**src/rtl/sp_ram_ctrl.sv**
```systemverilog
`default_nettype none
// ============================================================================
// Module   : sp_ram_ctrl
// Summary  : Single-port synchronous RAM with request/ready interface, byte
//            write enables, self-clear after reset and 1- or 2-cycle reads.
//            Optional macro SP_RAM_PARITY_EN adds per-byte even parity with
//            mc_perr_inj / mem_perr.
// Revision : 1.0  initial release
// ============================================================================
module sp_ram_ctrl #(
    parameter int DATA_W   = 32,
    parameter int ADDR_W   = 6,
    parameter int READ_LAT = 1
) (
    input  logic                mem_clk,
    input  logic                mem_rst_n,
    input  logic                mc_req,
    input  logic                mc_we,
    input  logic [DATA_W/8-1:0] mc_be,
    input  logic [ADDR_W-1:0]   mc_address_mem,
    input  logic [DATA_W-1:0]   mem_data_in,
    output logic                mem_ready,
    output logic [DATA_W-1:0]   mem_data_out,
    output logic                mem_rvalid,
    output logic                mem_init_done
`ifdef SP_RAM_PARITY_EN
    ,
    input  logic                mc_perr_inj,
    output logic                mem_perr
`endif
);

    localparam int C_NB    = DATA_W / 8;
    localparam int C_DEPTH = 1 << ADDR_W;

    typedef enum logic [0:0] {
        ST_INIT = 1'b0,
        ST_RUN  = 1'b1
    } state_t;

    state_t              r_state;
    logic [ADDR_W-1:0]   r_init_cnt;
    logic                r_ready;
    logic                r_init_done;

    logic                w_init;
    logic                w_accept;
    logic                w_wr;
    logic                w_rd;

    assign w_init   = (r_state == ST_INIT);
    assign w_accept = mc_req & r_ready;
    assign w_wr     = w_accept & mc_we;
    assign w_rd     = w_accept & ~mc_we;

    // Clear sequence: one word per cycle, then RUN for good
    always_ff @(posedge mem_clk or negedge mem_rst_n) begin
        if (!mem_rst_n) begin
            r_state     <= ST_INIT;
            r_init_cnt  <= '0;
            r_ready     <= 1'b0;
            r_init_done <= 1'b0;
        end else begin
            case (r_state)
                ST_INIT: begin
                    r_init_cnt <= r_init_cnt + 1'b1;
                    if (r_init_cnt == '1) begin
                        r_state     <= ST_RUN;
                        r_ready     <= 1'b1;
                        r_init_done <= 1'b1;
                    end
                end
                ST_RUN: begin
                    r_ready     <= 1'b1;
                    r_init_done <= 1'b1;
                end
                default: begin
                    r_state <= ST_INIT;
                end
            endcase
        end
    end

    // Storage array carries no reset; the INIT walk provides the clear
    logic [DATA_W-1:0] r_mem [C_DEPTH];

    always_ff @(posedge mem_clk) begin
        if (w_init) begin
            r_mem[r_init_cnt] <= '0;
        end else if (w_wr) begin
            for (int i = 0; i < C_NB; i++) begin
                if (mc_be[i]) begin
                    r_mem[mc_address_mem][8*i +: 8] <= mem_data_in[8*i +: 8];
                end
            end
        end
    end

`ifdef SP_RAM_PARITY_EN
    logic [C_NB-1:0] r_par [C_DEPTH];

    always_ff @(posedge mem_clk) begin
        if (w_init) begin
            r_par[r_init_cnt] <= '0;
        end else if (w_wr) begin
            for (int i = 0; i < C_NB; i++) begin
                if (mc_be[i]) begin
                    r_par[mc_address_mem][i] <= (^mem_data_in[8*i +: 8]) ^ mc_perr_inj;
                end
            end
        end
    end
`endif

    // Read address stage: the array is read one edge after acceptance,
    // so a write accepted the cycle before is already visible.
    logic              r_rd_pend;
    logic [ADDR_W-1:0] r_raddr;

    always_ff @(posedge mem_clk or negedge mem_rst_n) begin
        if (!mem_rst_n) begin
            r_rd_pend <= 1'b0;
            r_raddr   <= '0;
        end else begin
            r_rd_pend <= w_rd;
            if (w_rd) begin
                r_raddr <= mc_address_mem;
            end
        end
    end

    logic [DATA_W-1:0] w_rdata;
    assign w_rdata = r_mem[r_raddr];

`ifdef SP_RAM_PARITY_EN
    logic [C_NB-1:0] w_rpar;
    logic            w_rperr;
    assign w_rpar = r_par[r_raddr];

    always_comb begin
        w_rperr = 1'b0;
        for (int i = 0; i < C_NB; i++) begin
            if (^{w_rdata[8*i +: 8], w_rpar[i]}) begin
                w_rperr = 1'b1;
            end
        end
    end

    logic r_perr;
    assign mem_perr = r_perr;
`endif

    logic              r_rvalid;
    logic [DATA_W-1:0] r_data_out;

    generate
        if (READ_LAT == 2) begin : g_lat2
            logic              r_s1_valid;
            logic [DATA_W-1:0] r_s1_data;
`ifdef SP_RAM_PARITY_EN
            logic              r_s1_perr;
`endif

            always_ff @(posedge mem_clk or negedge mem_rst_n) begin
                if (!mem_rst_n) begin
                    r_s1_valid <= 1'b0;
                    r_s1_data  <= '0;
                    r_rvalid   <= 1'b0;
                    r_data_out <= '0;
`ifdef SP_RAM_PARITY_EN
                    r_s1_perr  <= 1'b0;
                    r_perr     <= 1'b0;
`endif
                end else begin
                    r_s1_valid <= r_rd_pend;
                    if (r_rd_pend) begin
                        r_s1_data <= w_rdata;
                    end
                    r_rvalid <= r_s1_valid;
                    if (r_s1_valid) begin
                        r_data_out <= r_s1_data;
                    end
`ifdef SP_RAM_PARITY_EN
                    r_s1_perr <= r_rd_pend & w_rperr;
                    r_perr    <= r_s1_valid & r_s1_perr;
`endif
                end
            end
        end else begin : g_lat1
            always_ff @(posedge mem_clk or negedge mem_rst_n) begin
                if (!mem_rst_n) begin
                    r_rvalid   <= 1'b0;
                    r_data_out <= '0;
`ifdef SP_RAM_PARITY_EN
                    r_perr     <= 1'b0;
`endif
                end else begin
                    r_rvalid <= r_rd_pend;
                    if (r_rd_pend) begin
                        r_data_out <= w_rdata;
                    end
`ifdef SP_RAM_PARITY_EN
                    r_perr <= r_rd_pend & w_rperr;
`endif
                end
            end
        end
    endgenerate

    assign mem_ready     = r_ready;
    assign mem_init_done = r_init_done;
    assign mem_rvalid    = r_rvalid;
    assign mem_data_out  = r_data_out;

endmodule
`default_nettype wire

```
**config.mk**
```make
export PLATFORM = sky130hd
export DESIGN_NAME = sp_ram_ctrl
export DESIGN_NICKNAME = d
export VERILOG_FILES = /design/src/rtl/sp_ram_ctrl.sv
export SDC_FILE = /design/constraint.sdc
export NUM_CORES = 2
export LEC_CHECK = 0
export CAP_MARGIN = 20
export CELL_PAD_IN_SITES_DETAIL_PLACEMENT = 0
export CELL_PAD_IN_SITES_GLOBAL_PLACEMENT = 2
export CORE_UTILIZATION = 49
export DETAILED_ROUTE_END_ITERATION = 12
export GPL_TIMING_DRIVEN = 1
export HOLD_SLACK_MARGIN = 0.06
export PLACE_DENSITY = 0.86
export SYNTH_ARGS = -nofsm -noshare
export SYNTH_HDL_FRONTEND = slang
export SYNTH_SLANG_ARGS = --single-unit
```
**constraint.sdc**
```tcl
create_clock -name mem_clk -period 2.7 [get_ports mem_clk]
set_input_delay 0.54 -clock mem_clk [delete_from_list [all_inputs] [get_ports mem_clk]]
set_output_delay 0.54 -clock mem_clk [all_outputs]
set_load 0.02 [all_outputs]
```
Word level (Yosys, flattened, before mapping)
Memory sizes are Yosys's and may differ from the RTL's. A register that Yosys moved wholly into a read port is not among the register bits.
Index checks and enable logic that the tools add are counted.
W data, S select, Z words.
{"block": "totals", "ff_bits": 16, "ram_bits": 2048, "input_bits": 46, "output_inout_bits": 35, "word_cells": 41, "mem_count": 1}
{"block": "classes", "n_addsub": 1, "n_eq_ne": 2, "n_mux": 24, "n_bitwise": 5, "reduce_logical": 2}
{"name": "r_mem", "words": 64, "width": 32, "read_ports": 1, "rd_ports_with_merged_regs": 1, "wr": 1, "line_no": "85", "source": "logic [DATA_W-1:0] r_mem [C_DEPTH];"}
{"operator": "$mux W32", "n": 1}
{"operator": "$reduce_or A32 Y1", "n": 1}
{"operator": "$mux W1", "n": 20}
{"operator": "$add A6 B1 Y6 const B", "n": 1}
{"operator": "$eq A6 B6 Y1 const B", "n": 1}
{"operator": "$mux W6", "n": 1}
{"operator": "$mux W4", "n": 1}
{"operator": "$and A1 B1 Y1", "n": 3}
{"operator": "$ne A2 B1 Y1 const B", "n": 1}
{"operator": "$not A1 Y1", "n": 2}
{"operator": "$pmux W1 S2", "n": 1}
{"operator": "$logic_not A1 Y1", "n": 1}

Depth between registers and ports, before layout
{"block": "depth", "ltp_word": 7, "ltp_mapped": 9, "ltp_nobuf": 5}

Least setup slack after synthesis
OpenSTA, ideal clock, no wires.
{"block": "synth_path", "kind": "input port to flip-flop", "startpoint": "input port mc_req", "endpoint": "memory r_mem[0][10], data pin", "setup_ns": 0.367, "arrival_ns": 2.355, "required_ns": 2.333, "path_slack_ns": -0.022, "path_stages": 6, "path_buffers": 3, "cell_sequence": "and3_1 -> and3_1 -> buf_6 -> buf_12 -> clkbuf_1 -> and2_1"}
{"block": "synth_via", "elab_chain_cells": 7, "word_cells_on_any_way": 16, "cone_classes": "mux (13); bitwise (2); reduce/logical (1)"}
{"item": "start: declaration", "line_no": "17", "source": "input logic mc_req,"}
{"item": "$and A1 B1 Y1 (*)", "line_no": "52", "source": "assign w_accept = mc_req & r_ready;"}
{"item": "$and A1 B1 Y1 (*)", "line_no": "53", "source": "assign w_wr = w_accept & mc_we;"}
{"item": "$mux W1", "line_no": "90", "source": "end else if (w_wr) begin"}
{"item": "$mux W1", "line_no": "88", "source": "if (w_init) begin"}
{"item": "$mux W1 (implied by the code)", "line_no": "93", "source": "r_mem[mc_address_mem][8*i +: 8] <= mem_data_in[8*i +: 8];"}
{"item": "$reduce_or A32 Y1 (no source line) (*)"}
{"item": "$mux W32 (no source line) (*)"}
{"item": "end: declaration", "line_no": "85"}
Mark *: on every way between the ends. The rest lies on a longest branch, timed or not.

==> metrics <==
status=complete, but fails checks; failing checks=design-rule violations; Lkg Pwr=26.3 nW; number of core rows=around 150; post-synth top area share=0.754; CTS root buf=clkbuf_16; final hold slack=around 0.36 ns; Post-synth EDFFs=2048; vias in the first global route=42800; final setup fails=0; cts bufs inserted=between 150 and 200; clock share of power=0.438; number of synthesized register bits=2096; DRC marker count from the first detailed-route iteration=about 4600; largest net degree at the start of global routing=65; Max FO, Critical Path=25; WP data arrival=3.32 ns; fin crit share=0.975; P_sw=about 0.012 W; power density over cell area=approximately 650 nW/um^2; Most used DFF post-synth=edfxtp_1; first-pass GRT wire length=287000 um; port bufs=80; syn_nets=roughly 4300; Nets=between 4000 and 5000; non-filler instance count after layout=7235; top post-synthesis cells by area=edfxtp_1 (75%), mux4_2 (7.1%), mux2i_1 (6.3%), a22oi_1 (1.8%), nor2_1 (1.5%); sequential-to-total area share from yosys stat=0.769; Synth Warn #=0; PnR worst setup slack=about 0.068 ns; Reg clk slew, reported paths=0.06 ns; Comb power frac=0.002; Distinct cells, synth=43; Final min period=between 2 and 3 ns; Ports=just over 80; Worst path top cell family by delay=buffers and inverters; Bufs on Longest Clock Path=3; Die Area=about 170000 sq um; CP endpoint kind=flop; core area=around 160000 sq um; Final Power=around 0.063 W; Post-Syn Area=a little over 80000 sq um; Place WS=-0.896 ns; TritonCTS Sinks=~2100; DP Cell Count=slightly below 7000; Residual DRC=4; max incr delay on CP=0.54 ns; Max stage delay cell, worst path=dfrtp_4; Die H=roughly 410 um; Die W=around 410 um; Worst Max-Slew Pin Slew=0.814 ns; Final Skew=around 0.024 ns; Seq pwr share=0.560; H-Tree Depth=4; Max-Cap Viols=0; Crit path required time=around 3.4 ns; sum of buffers and inverters on the critical path=2; number of vias per cell=5.90; GPL Wtd Cong=roughly 0.86; count of final max-slew check failures=0; DR pass1 iterations=12; GRT Util Overall=0.236; TritonCTS clock tree=yes; total internal power=between 0.05 and 0.06 W; Post-Syn Area per Cell=between 15 and 20 sq um; Layout area overhead=18.4%; RSZ-0062 raised after global routing=true; Post-DP HPWL=129000 um; Synth area leader=edfxtp_1; layout cells sized above 1=0.241; initial antenna violation count=8; total grt overflow=0; fmax=380 MHz; FFs w/ async S/R, synth=0.0229; CP Class=flop to flop; cell count after synthesis=around 4300; Via Count=around 43000; Hold Path Class=primary input to async pin; Routed wire per std cell=approximately 27 um; Slew Limit Headroom=0.457; starting density of the core=0.494; worst-path cell chain=buf_12 > buf_4 > mux2i_1 > a221oi_1 > nand2_1 > nand4_1 > a221o_1; final hold viol count=0; final wirelength=198000 um; highest ir drop seen on vdd=roughly 0.56 mV; post-route ant nets=0; sw frac=0.185; CP startpoint kind=flop; Worst-Skew Late Latency=0.82 ns
Yosys cell counts (3+ instances only):
cell type and n:
nand3b_1 7, or2_2 3, edfxtp_1 2048, nor3_1 35
nand2_1 172, nand2b_1 40, mux2i_4 5, buf_4 20
mux2i_1 517, mux2_2 9, nand4b_1 3, nor2b_1 4
o21ai_0 32, o221ai_1 32, buf_2 114, nand3_1 5
and2_1 34, clkbuf_1 94, xnor2_1 3, mux4_2 256
a22oi_1 192, nand4_1 32, buf_1 31, nor2_1 329
a221o_1 32, dfrtp_1 48, a221oi_1 63, o22ai_1 64
nand2_2 15, a21oi_1 33
routing by layer:
| layer | up-vias | global-route usage | share of wire |
|---|---|---|---|
| met5 | - | 0 | 0.000066 |
| met4 | 2 | 0.0778 | 0.031 |
| met3 | 323 | 0.0441 | 0.079 |
| met2 | 1746 | 0.378 | 0.48 |
| met1 | 22100 | 0.328 | 0.41 |
| li1 | 18600 | - | - |
state kept, by name (all words and copies together), names as in the netlist:
name / flops
r_state: 1
r_rd_pend: 1
r_raddr: 6
r_init_cnt: 6
mem_rvalid: 1
r_mem: 2048
mem_data_out: 32
mem_init_done: 1
path summary, 6_finish.rpt:
kind,start,cells past startpoint,end,slack [ns]
max,r_raddr[2],7,mem_data_out[20],0.07
min reg2reg,r_init_cnt[4],1,r_init_cnt[4],0.54
max reg2reg,r_raddr[2],7,mem_data_out[20],0.07
min in group mem_clk,mc_address_mem[3],2,r_raddr[3],0.50
max in group asynchronous,mem_rst_n,3,mem_rvalid,1.65
min,mem_rst_n,2,mem_data_out[18],0.36
stage by stage:
step	utilization	area (sq um)	setup TNS, ns
4_1_cts	0.585	96400	-0.178
6_report	0.585	96500	0
3_5_place_dp	0.546	90100	-2185.47
2_1_floorplan	-	81600	0
3_3_place_gp	0.546	90100	-2246.43
5_1_grt	0.585	96500	-0.0598
power groups by stage:
stage / sequential (W) / combinational, W / clock [W]
final: 0.0351 / 0.000137 / 0.0275
after global routing: 0.0351 / 0.000144 / 0.0290
after CTS: 0.0351 / 0.000136 / 0.0278
after detailed placement: 0.0358 / 0.000133 / 0
after floorplan: 0.0358 / 0.0000136 / 0
after global placement: 0.0358 / 0.000134 / 0
cells in the final DEF, fill, tap and decap left out, types with 9 or more instances in the layout:
cell and count:
o221ai_1 32, dfrtp_1 45, a22oi_1 192, mux4_2 256
clkbuf_1 31, bufinv_16 27, buf_12 138, nand2_1 164
edfxtp_1 2048, clkinv_2 36, mux2i_1 515, buf_4 446
o21ai_0 32, a21oi_1 33, nand2b_1 39, o22ai_1 64
nor3_1 35, clkinv_1 44, nor2_1 326, nand4_1 32
nand2_2 23, and2_2 33, clkbuf_16 198, clkdlybuf4s50_1 78
a221oi_1 63, a221o_1 32, mux2_2 9
worst register-to-register path: stages, from the launching register on:
cell and delay (ns):
dfrtp_4 0.54, buf_12 0.25, buf_4 0.47, mux2i_1 0.31
a221oi_1 0.14, nand2_1 0.16, nand4_1 0.21, a221o_1 0.43
logic make-up after synthesis:
family                   Yosys count  share of synthesized area
AO/OA/AOI/OAI                    449                     0.0408
XOR/XNOR                           5                   0.000537
adder cells (fa/ha/maj)            1                   0.000153
buffers and inverters            262                     0.0150
flip-flops                      2096                      0.769
multiplexers                     788                      0.137
AND/OR/NAND/NOR                  688                     0.0373
layout make-up:
type	count	area (sq um)
fill	12000	68500
antenna	1	2.50
clock buffer	230	5070
inverter	1	3.75
multi-input combinational	1931	17700
sequential	2096	62700
timing repair buffer	665	6940
clock inverter	122	1290
tap	2189	2740
what timing repair did:
action                                  in CTS  in global routing
setup buffers                                0                  1
endpoints found under the hold margin       39                  0
endpoints found under the setup margin      49                543
cloned                                       0                  1
hold buffers                                 1                  0
resized for setup                            3                  4
pin swaps                                    0                  0
Note: power is estimated with default switching activity, not from simulation.
